===== config.mk =====
export PLATFORM = sky130hd
export DESIGN_NAME = ads_sample_seq
export DESIGN_NICKNAME = d
export VERILOG_FILES = /design/src/rtl/ads_sample_seq.sv
export SDC_FILE = /design/constraint.sdc
export NUM_CORES = 1
export LEC_CHECK = 0
export CORE_MARGIN = 4
export CORE_UTILIZATION = 55
export CTS_CLUSTER_DIAMETER = 40
export CTS_CLUSTER_SIZE = 30
export DETAILED_ROUTE_END_ITERATION = 12
export PLACE_DENSITY = 0.74
export REMOVE_ABC_BUFFERS = 1
export SYNTH_ARGS = -nofsm -noshare
export SYNTH_HDL_FRONTEND = slang
export SYNTH_SLANG_ARGS = --single-unit

===== constraint.sdc =====
create_clock -name clk -period 8.1 [get_ports clk]
set_input_delay 1.62 -clock clk [delete_from_list [all_inputs] [get_ports clk]]
set_output_delay 1.62 -clock clk [all_outputs]
set_load 0.05 [all_outputs]

===== src/rtl/ads_sample_seq.sv =====
// Upstream sequencer for the ADS I2C controller: one config write, then periodic conversion
// reads, stability-qualified capture of ad_voltage, and a block average of the captured samples.
module ads_sample_seq #(
    parameter int unsigned REQ_LEN       = 4,
    parameter int unsigned TXN_WAIT      = 6000,
    parameter int unsigned SAMPLE_PERIOD = 100000,
    parameter int unsigned STABLE_CYC    = 150,
    parameter int unsigned AVG_LOG2      = 3
) (
    input  logic        clk,
    input  logic        rst,
    input  logic        en,
    input  logic [15:0] ad_voltage,
    output logic        wr_req,
    output logic        rd_req,
    output logic [15:0] sample,
    output logic        sample_valid,
    output logic        sample_zero,
    output logic [15:0] avg,
    output logic        avg_valid,
    output logic        cfg_done,
    output logic        busy
);

    localparam int unsigned AccW = 16 + AVG_LOG2;
    localparam int unsigned RunW = $clog2(STABLE_CYC + 1);

    localparam logic [31:0]       ReqLast = 32'(REQ_LEN - 1);
    localparam logic [31:0]       TxnLast = 32'(TXN_WAIT - 1);
    localparam logic [31:0]       PerLast = 32'(SAMPLE_PERIOD - 1);
    localparam logic [RunW-1:0]   RunMax  = RunW'(STABLE_CYC);
    localparam logic [AVG_LOG2:0] BlkLen  = {1'b1, {AVG_LOG2{1'b0}}};

    typedef enum logic [2:0] {
        StIdle,
        StCfgReq,
        StCfgWait,
        StPerWait,
        StRdReq,
        StRdWait,
        StEmit
    } state_e;

    state_e state_q, state_d;
    logic [31:0] timer_q, timer_d;

    logic [15:0]      prev_q;
    logic [RunW-1:0]  run_q, run_d;
    logic [15:0]      cand_q, cand_d;
    logic             found_q, found_d;

    logic signed [AccW-1:0] acc_q, acc_d;
    logic [AVG_LOG2:0]      cnt_q, cnt_d;

    logic [15:0] sample_q, sample_d;
    logic        sample_valid_q, sample_valid_d;
    logic        sample_zero_q, sample_zero_d;
    logic [15:0] avg_q, avg_d;
    logic        avg_valid_q, avg_valid_d;
    logic        cfg_done_q, cfg_done_d;

    logic                   cfg_set, win_start, win_end, to_idle;
    logic [15:0]            new_sample;
    logic signed [AccW-1:0] acc_sum;
    logic signed [AccW-1:0] acc_shr;

    // Sequencing FSM; one shared timer restarts at every state change
    always_comb begin
        state_d = state_q;
        timer_d = timer_q + 32'd1;
        unique case (state_q)
            StIdle: begin
                timer_d = '0;
                if (en) state_d = cfg_done_q ? StPerWait : StCfgReq;
            end
            StCfgReq: begin
                if (timer_q == ReqLast) begin
                    state_d = StCfgWait;
                    timer_d = '0;
                end
            end
            StCfgWait: begin
                if (timer_q == TxnLast) begin
                    state_d = StPerWait;
                    timer_d = '0;
                end
            end
            StPerWait: begin
                if (!en) begin
                    state_d = StIdle;
                    timer_d = '0;
                end else if (timer_q == PerLast) begin
                    state_d = StRdReq;
                    timer_d = '0;
                end
            end
            StRdReq: begin
                if (timer_q == ReqLast) begin
                    state_d = StRdWait;
                    timer_d = '0;
                end
            end
            StRdWait: begin
                if (timer_q == TxnLast) begin
                    state_d = StEmit;
                    timer_d = '0;
                end
            end
            StEmit: begin
                timer_d = '0;
                state_d = en ? StPerWait : StIdle;
            end
            default: begin
                state_d = StIdle;
                timer_d = '0;
            end
        endcase
    end

    assign cfg_set   = (state_q == StCfgWait) && (timer_q == TxnLast);
    assign win_start = (state_q == StRdReq) && (timer_q == ReqLast);
    assign win_end   = (state_q == StRdWait) && (timer_q == TxnLast);
    assign to_idle   = (state_d == StIdle) && ((state_q == StPerWait) || (state_q == StEmit));

    // Stability tracker: the controller gives no done strobe, so a value counts only once it
    // has held long enough to outlast a single SCL bit of the shift-in.
    always_comb begin
        run_d   = run_q;
        cand_d  = cand_q;
        found_d = found_q;
        if (win_start) begin
            run_d   = '0;
            cand_d  = '0;
            found_d = 1'b0;
        end else if (state_q == StRdWait) begin
            if (ad_voltage != prev_q) begin
                run_d = '0;
            end else if (run_q != RunMax) begin
                run_d = run_q + 1'b1;
                if (run_d == RunMax && ad_voltage != 16'h0000) begin
                    cand_d  = ad_voltage;
                    found_d = 1'b1;
                end
            end
        end
    end

    // Emit and block averaging; the last window cycle's qualification still counts
    assign new_sample = found_d ? cand_d : 16'h0000;
    assign acc_sum    = acc_q + {{AVG_LOG2{new_sample[15]}}, new_sample};
    assign acc_shr    = acc_sum >>> AVG_LOG2;

    always_comb begin
        sample_d       = sample_q;
        sample_zero_d  = sample_zero_q;
        sample_valid_d = 1'b0;
        avg_d          = avg_q;
        avg_valid_d    = 1'b0;
        acc_d          = acc_q;
        cnt_d          = cnt_q;
        cfg_done_d     = cfg_done_q | cfg_set;
        if (win_end) begin
            sample_d       = new_sample;
            sample_zero_d  = ~found_d;
            sample_valid_d = 1'b1;
            if (cnt_q + 1'b1 == BlkLen) begin
                avg_d       = acc_shr[15:0];
                avg_valid_d = 1'b1;
                acc_d       = '0;
                cnt_d       = '0;
            end else begin
                acc_d = acc_sum;
                cnt_d = cnt_q + 1'b1;
            end
        end else if (to_idle) begin
            acc_d = '0;
            cnt_d = '0;
        end
    end

    always_ff @(posedge clk) begin
        if (rst) begin
            state_q        <= StIdle;
            timer_q        <= '0;
            prev_q         <= '0;
            run_q          <= '0;
            cand_q         <= '0;
            found_q        <= 1'b0;
            acc_q          <= '0;
            cnt_q          <= '0;
            sample_q       <= '0;
            sample_valid_q <= 1'b0;
            sample_zero_q  <= 1'b0;
            avg_q          <= '0;
            avg_valid_q    <= 1'b0;
            cfg_done_q     <= 1'b0;
        end else begin
            state_q        <= state_d;
            timer_q        <= timer_d;
            prev_q         <= ad_voltage;
            run_q          <= run_d;
            cand_q         <= cand_d;
            found_q        <= found_d;
            acc_q          <= acc_d;
            cnt_q          <= cnt_d;
            sample_q       <= sample_d;
            sample_valid_q <= sample_valid_d;
            sample_zero_q  <= sample_zero_d;
            avg_q          <= avg_d;
            avg_valid_q    <= avg_valid_d;
            cfg_done_q     <= cfg_done_d;
        end
    end

    assign wr_req       = (state_q == StCfgReq);
    assign rd_req       = (state_q == StRdReq);
    assign busy         = (state_q != StIdle);
    assign sample       = sample_q;
    assign sample_valid = sample_valid_q;
    assign sample_zero  = sample_zero_q;
    assign avg          = avg_q;
    assign avg_valid    = avg_valid_q;
    assign cfg_done     = cfg_done_q;

endmodule


Yosys cells after proc, flatten, opt, wreduce, memory -nomap -nowiden
Cells that the tools add are included.
- register bits: 135
- bits of input ports: 19
- word-level logic and storage cells: 88
- $add $sub $neg: 4
- eq/ne operators: 13
- mux-type cells: 36
- bitwise logic cells: 3
- reductions and logical operators: 18
- operators by type and width (cell ; count):
    32-bit 2-to-1 mux ; 4
    16-bit 2-to-1 mux ; 6
    32-bit one-hot mux with 3 select lines ; 1
    19-bit 2-to-1 mux ; 3
    32-bit by 1-bit adder with 32-bit output (second input constant) ; 1
    32-bit by 13-bit == test with 1-bit output (second input constant) ; 1
    32-bit by 17-bit == test with 1-bit output (second input constant) ; 1
    32-bit by 2-bit == test with 1-bit output (second input constant) ; 1
    3-bit 2-to-1 mux ; 7
    3-bit one-hot mux with 7 select lines ; 1
    19-bit adder ; 1
    8-bit 2-to-1 mux ; 2
    16-bit != test ; 1
    16-bit nonzero test ; 1
    4-bit 2-to-1 mux ; 3
    3-bit == test (second input constant) ; 3
    8-bit by 1-bit adder with 8-bit output (second input constant) ; 1
    8-bit == test (second input constant) ; 1
    8-bit != test (second input constant) ; 1
    2-bit OR reduction ; 4
    1-bit 2-to-1 mux ; 7
    3-bit by 2-bit == test with 1-bit output (second input constant) ; 2
    3-bit zero test ; 2
    1-bit logical AND ; 5
    10 further kinds ; 14

Depth between registers and ports, before layout
- depth after elaboration: 12
- depth in mapped cells: 19
- mapped depth without buffers: 18

Worst setup path after synthesis
No wires, ideal clock.
- path type: input -> register
- start point: input ad_voltage[14]
- end point: register avg_q[15] (netlist: avg[15])
- library setup time: 0.086 ns
- arrival: 5.326 ns
- required time: 8.014 ns
- slack: 2.688 ns
- stages: 17
- path through: xor2_1 nor4_1 nand4_1 o41a_1 clkbuf_1 a22oi_1 nor2_1 ha_1 fa_1 a211oi_1 o21ai_1 a31oi_1 o21ai_1 a31oi_1 a211o_1 xor3_1 a211oi_1
- longest elaborated chain between the ends: 9
- RTL lines (item ; RTL line ; text):
    start: declaration ; 13 ; input logic [15:0] ad_voltage,
    16-bit nonzero test ; 140 ; if (run_d == RunMax && ad_voltage != 16'h0000) begin
    1-bit logical AND ; 140 ;
    16-bit 2-to-1 mux or 1-bit 2-to-1 mux (tied branches) ; 140 ;
    16-bit 2-to-1 mux or 1-bit 2-to-1 mux (tied branches) ; 138 ; end else if (run_q != RunMax) begin
    16-bit 2-to-1 mux or 1-bit 2-to-1 mux (tied branches) ; 136 ; if (ad_voltage != prev_q) begin
    16-bit 2-to-1 mux or 1-bit 2-to-1 mux (tied branches) ; 135 ; end else if (state_q == StRdWait) begin
    16-bit 2-to-1 mux or 1-bit 2-to-1 mux (tied branches) ; 131 ; if (win_start) begin
    16-bit 2-to-1 mux (*) ; 149 ; assign new_sample = found_d ? cand_d : 16'h0000;
    net new_sample[0] ; 63 ; logic [15:0] new_sample;
    19-bit adder (*) ; 150 ; assign acc_sum = acc_q + {{AVG_LOG2{new_sample[15]}}, new_sample};
    end signal: assignment ; 209 ; avg_q <= avg_d;
    end: declaration ; 58 ; logic [15:0] avg_q, avg_d;
Mark *: on every way through the listed nets, which the timed path passes. The rest lies on a longest branch.
A chain may end at the register's enable or synchronous reset.

Worst setup path in the final report
- start point: input ad_voltage[4]
- end point: register avg_q[15] (netlist: avg[15])
The elaborated chain is that of the path after synthesis.

==> results.md <==
* Fin Hold WS at 0.4421 ns
* Htree depth at 4
* Post-synth EDFFs at 0
* Routed wl met2 at 7687 um
* Ys async rst share at 0%
* Hold Vio Cnt, Final at 0
* R2R setup slack at 3.03 ns
* GPL Wtd Cong at 0.8939
* Metal1 wirelength at 7326 um
* Non-Filler Instances at 1003
* Yosys warning total at 0
* Worst skew pair latency at 0.41 ns
* Relative slew slack at 26.37%
* Row Count at 40
* CP max FO at 15
* Max Cap Violations at 0
* Mux share of post-synthesis cell area at 3.123%
* Synth top cells by count: dfxtp_1, nor2_1, nand2_1
* Worst Skew at 0.006227 ns
* Ant diodes at 0
* Post-cts hold buffer count at 0
* Post-Synth XOR/XNOR Area at 8.682%
* Placed Cells at 973
* Fmax at 159.6 MHz
* Die Y at 118.6 um
* Worst Tran Pin Value at 1.100 ns
* PortBufs at 57
* Number of setup buffers added after CTS at 0
* GR Overflow Total at 0
* WS Path Type: in2reg
* Setup ws final at 1.835 ns
* Critical path data arrival time at 6.59 ns
* Starting Density at 56.03%
* Number of antenna violations at the first check in global routing at 0
* RSZ-0062 raised after global routing: no
* Avg WL per Cell at 15.91 um
* CTS tree: done
* Top cells by area, synth: dfxtp_1, nor2_1, xor2_1, nand2_1, ha_1
* Final period util at 77.35%
* Sequential fraction of the synthesis area at 40.16%
* Final Max Slew Viols at 0
* Mapped Cells at 809
* Vias at 5907
* Layout area overhead at 16.64%
* Nets@finish at 888
* Core ar. at 12010 sq um
* DRC viols at 0
* Post-synthesis simple-gate area fraction at 26.83%
* Share of the synthesized area in the top cell type at 40.16%
* Vias/cell at 5.889
* Antenna viol nets, final at 0
* Die X-Extent at 118.6 um
* Mapped cell area at 6730 sq um
* Clk pin slew, worst setup/hold paths at 0.05 ns
* Clk sink count at 135
* Post-route setup TNS at 0 ns
* First-pass GRT wire length at 26860 um
* Share of cells above drive strength 1 at 3.738%
* FF+latch count, synth at 135
* Compound-cell area share of the yosys netlist at 13.37%
* Type of the tightest min-delay check: reg2reg
* Distinct cells, synth at 58
* Final Critical Period at 6.265 ns
* Final instance area at 7850 sq um
* Vias in the first global route at 5624
* Top Layer Used: met4
* Cell taking the most area after synthesis: dfxtp_1
* Power Density at 177.2 nW/um^2
* Main synth FF type: dfxtp_1
* WL met3 at 628 um
* DP HPWL at 11280 um
* Placed cell area at 7348 sq um
* WL final at 15960 um
* Top Ports at 58
* Final-layout fill cell count at 1024
* Mean Syn Cell Area at 8.319 sq um
* Die area at 14070 sq um
* Post_cts resized at 0
* Maximum number of pins on one net before global-route repair at 71
* Gr usage total at 22.84%
* DR iter-0 viols at 477
* Most frequent cell after synthesis: dfxtp_1
* Clock Path Buffers at 2
* Post-place setup slack at 1.618 ns
* Max VDD drop at 0.0001630 V
* Pleak at 0.002859 uW
* Worst setup EP type: flip-flop
* DR pass1 iterations at 5
* Synth Area in Adders at 4.573%
* Startpoint class of the critical path: input port
* Status: finished, final reports clean
* CTS root buf: clkbuf_16
* Largest family of logic cells by synthesized area: simple AND/OR/NAND/NOR gates
* Endpoints failing setup at 0
* Critical Path RT at 8.42 ns
* CTS Buf Count at 17
## layout make-up
| cell class | instances | area (sq um) | area share, % |
|---|---|---|---|
| Clock buffer | 26 | 479.2 | 6.105 |
| Clock inverter | 4 | 22.52 | 0.2869 |
| Inverter | 10 | 37.54 | 0.4782 |
| Multi-Input combinational cell | 618 | 3814 | 48.58 |
| Sequential cell | 135 | 2703 | 34.43 |
| Tap cell | 147 | 183.9 | 2.343 |
| Timing Repair Buffer | 63 | 610.6 | 7.778 |
## worst max-delay path, stage by stage
cell,delay [ns]
clkdlybuf4s50_1,0.51
xor2_1,0.20
nor4_1,0.44
nand4_1,0.30
o41a_1,0.68
a22oi_1,0.23
nor2_1,0.08
ha_1,0.24
fa_1,0.43
a211oi_1,0.32
o21ai_1,0.13
a31oi_1,0.32
o21ai_1,0.18
a31oi_1,0.22
a211o_1,0.21
xor3_1,0.23
a211oi_1,0.24
## routing by layer
| layer | vias up | track usage (%) |
|---|---|---|
| li1 | 2921 | - |
| met1 | 2822 | 28.87 |
| met2 | 134 | 38.40 |
| met3 | 30 | 5.359 |
| met4 | 0 | 7.531 |
| met5 | - | 0 |
## power by group
group | switching, uW | internal (uW) | total, uW
Sequential | 3.76 | 670 | 673
Clock | 267 | 402 | 669
Combinational | 29.9 | 19.2 | 49.1
Total | 300 | 1090 | 1390
## layout by cell type, fill, tap and decap left out, types with 2 or more instances in the layout
cell type,Yosys,final
nor2b_1,22,22
xnor2_1,24,24
nor2_1,127,127
nand2_1,89,89
o21bai_1,4,4
a21oi_1,46,46
a31oi_1,7,6
mux2i_1,21,21
nand3b_1,8,8
o31ai_1,3,3
and3_1,17,17
nand2b_1,6,6
and4_1,7,7
clkbuf_1,36,7
a311oi_1,2,2
a21o_1,7,7
inv_1,10,10
or4_1,5,5
o211ai_1,2,2
nor3b_1,4,4
clkbuf_16,0,17
nor4b_1,2,2
xor2_1,40,40
a211oi_1,4,4
a22oi_1,32,32
dfxtp_1,135,135
clkbuf_8,0,2
nand3_1,26,26
ha_1,23,23
or3_1,4,4
buf_4,0,6
nand4b_1,6,6
o21ai_1,7,7
o21ai_0,8,8
clkinv_2,0,3
nor4_1,18,18
nor3_1,10,10
and2_1,3,3
nand4_1,13,13
clkdlybuf4s50_1,0,56
## path summary, 6_finish.rpt
check	start	to	cells past startpoint
worst max-delay path	ad_voltage[4]	avg[15]	17
worst min-delay path	timer_q[0]	timer_q[0]	1
worst max register to register	state_q[0]	avg[15]	16
worst min register to register	timer_q[0]	timer_q[0]	1
## metrics by stage
step                      util, %  power, uW
after floorplan                 -      708.3
after global placement      61.18      734.8
after detailed placement    61.18      736.0
after CTS                   65.35       1399
after global routing        65.35       1433
final                       65.35       1391
## kinds of logic after synthesis
family / count (synthesis)
and+or+nand+nor: 370
AOI/OAI and AO/OA: 138
DFF: 135
xor gates and xnor gates: 65
buffers and inverters: 56
adders and majority gates: 24
muxes: 21
## sequential cells by signal, summed over array words and instances (netlist names)
name	cells
avg_valid	1
cfg_done	1
cand_q	16
timer_q	32
acc_q	19
run_q	8
state_q	3
sample_zero	1
found_q	1
sample_valid	1
avg	16
sample	16
prev_q	16
cnt_q	4
No activity file was read; power rests on OpenSTA's default activity.
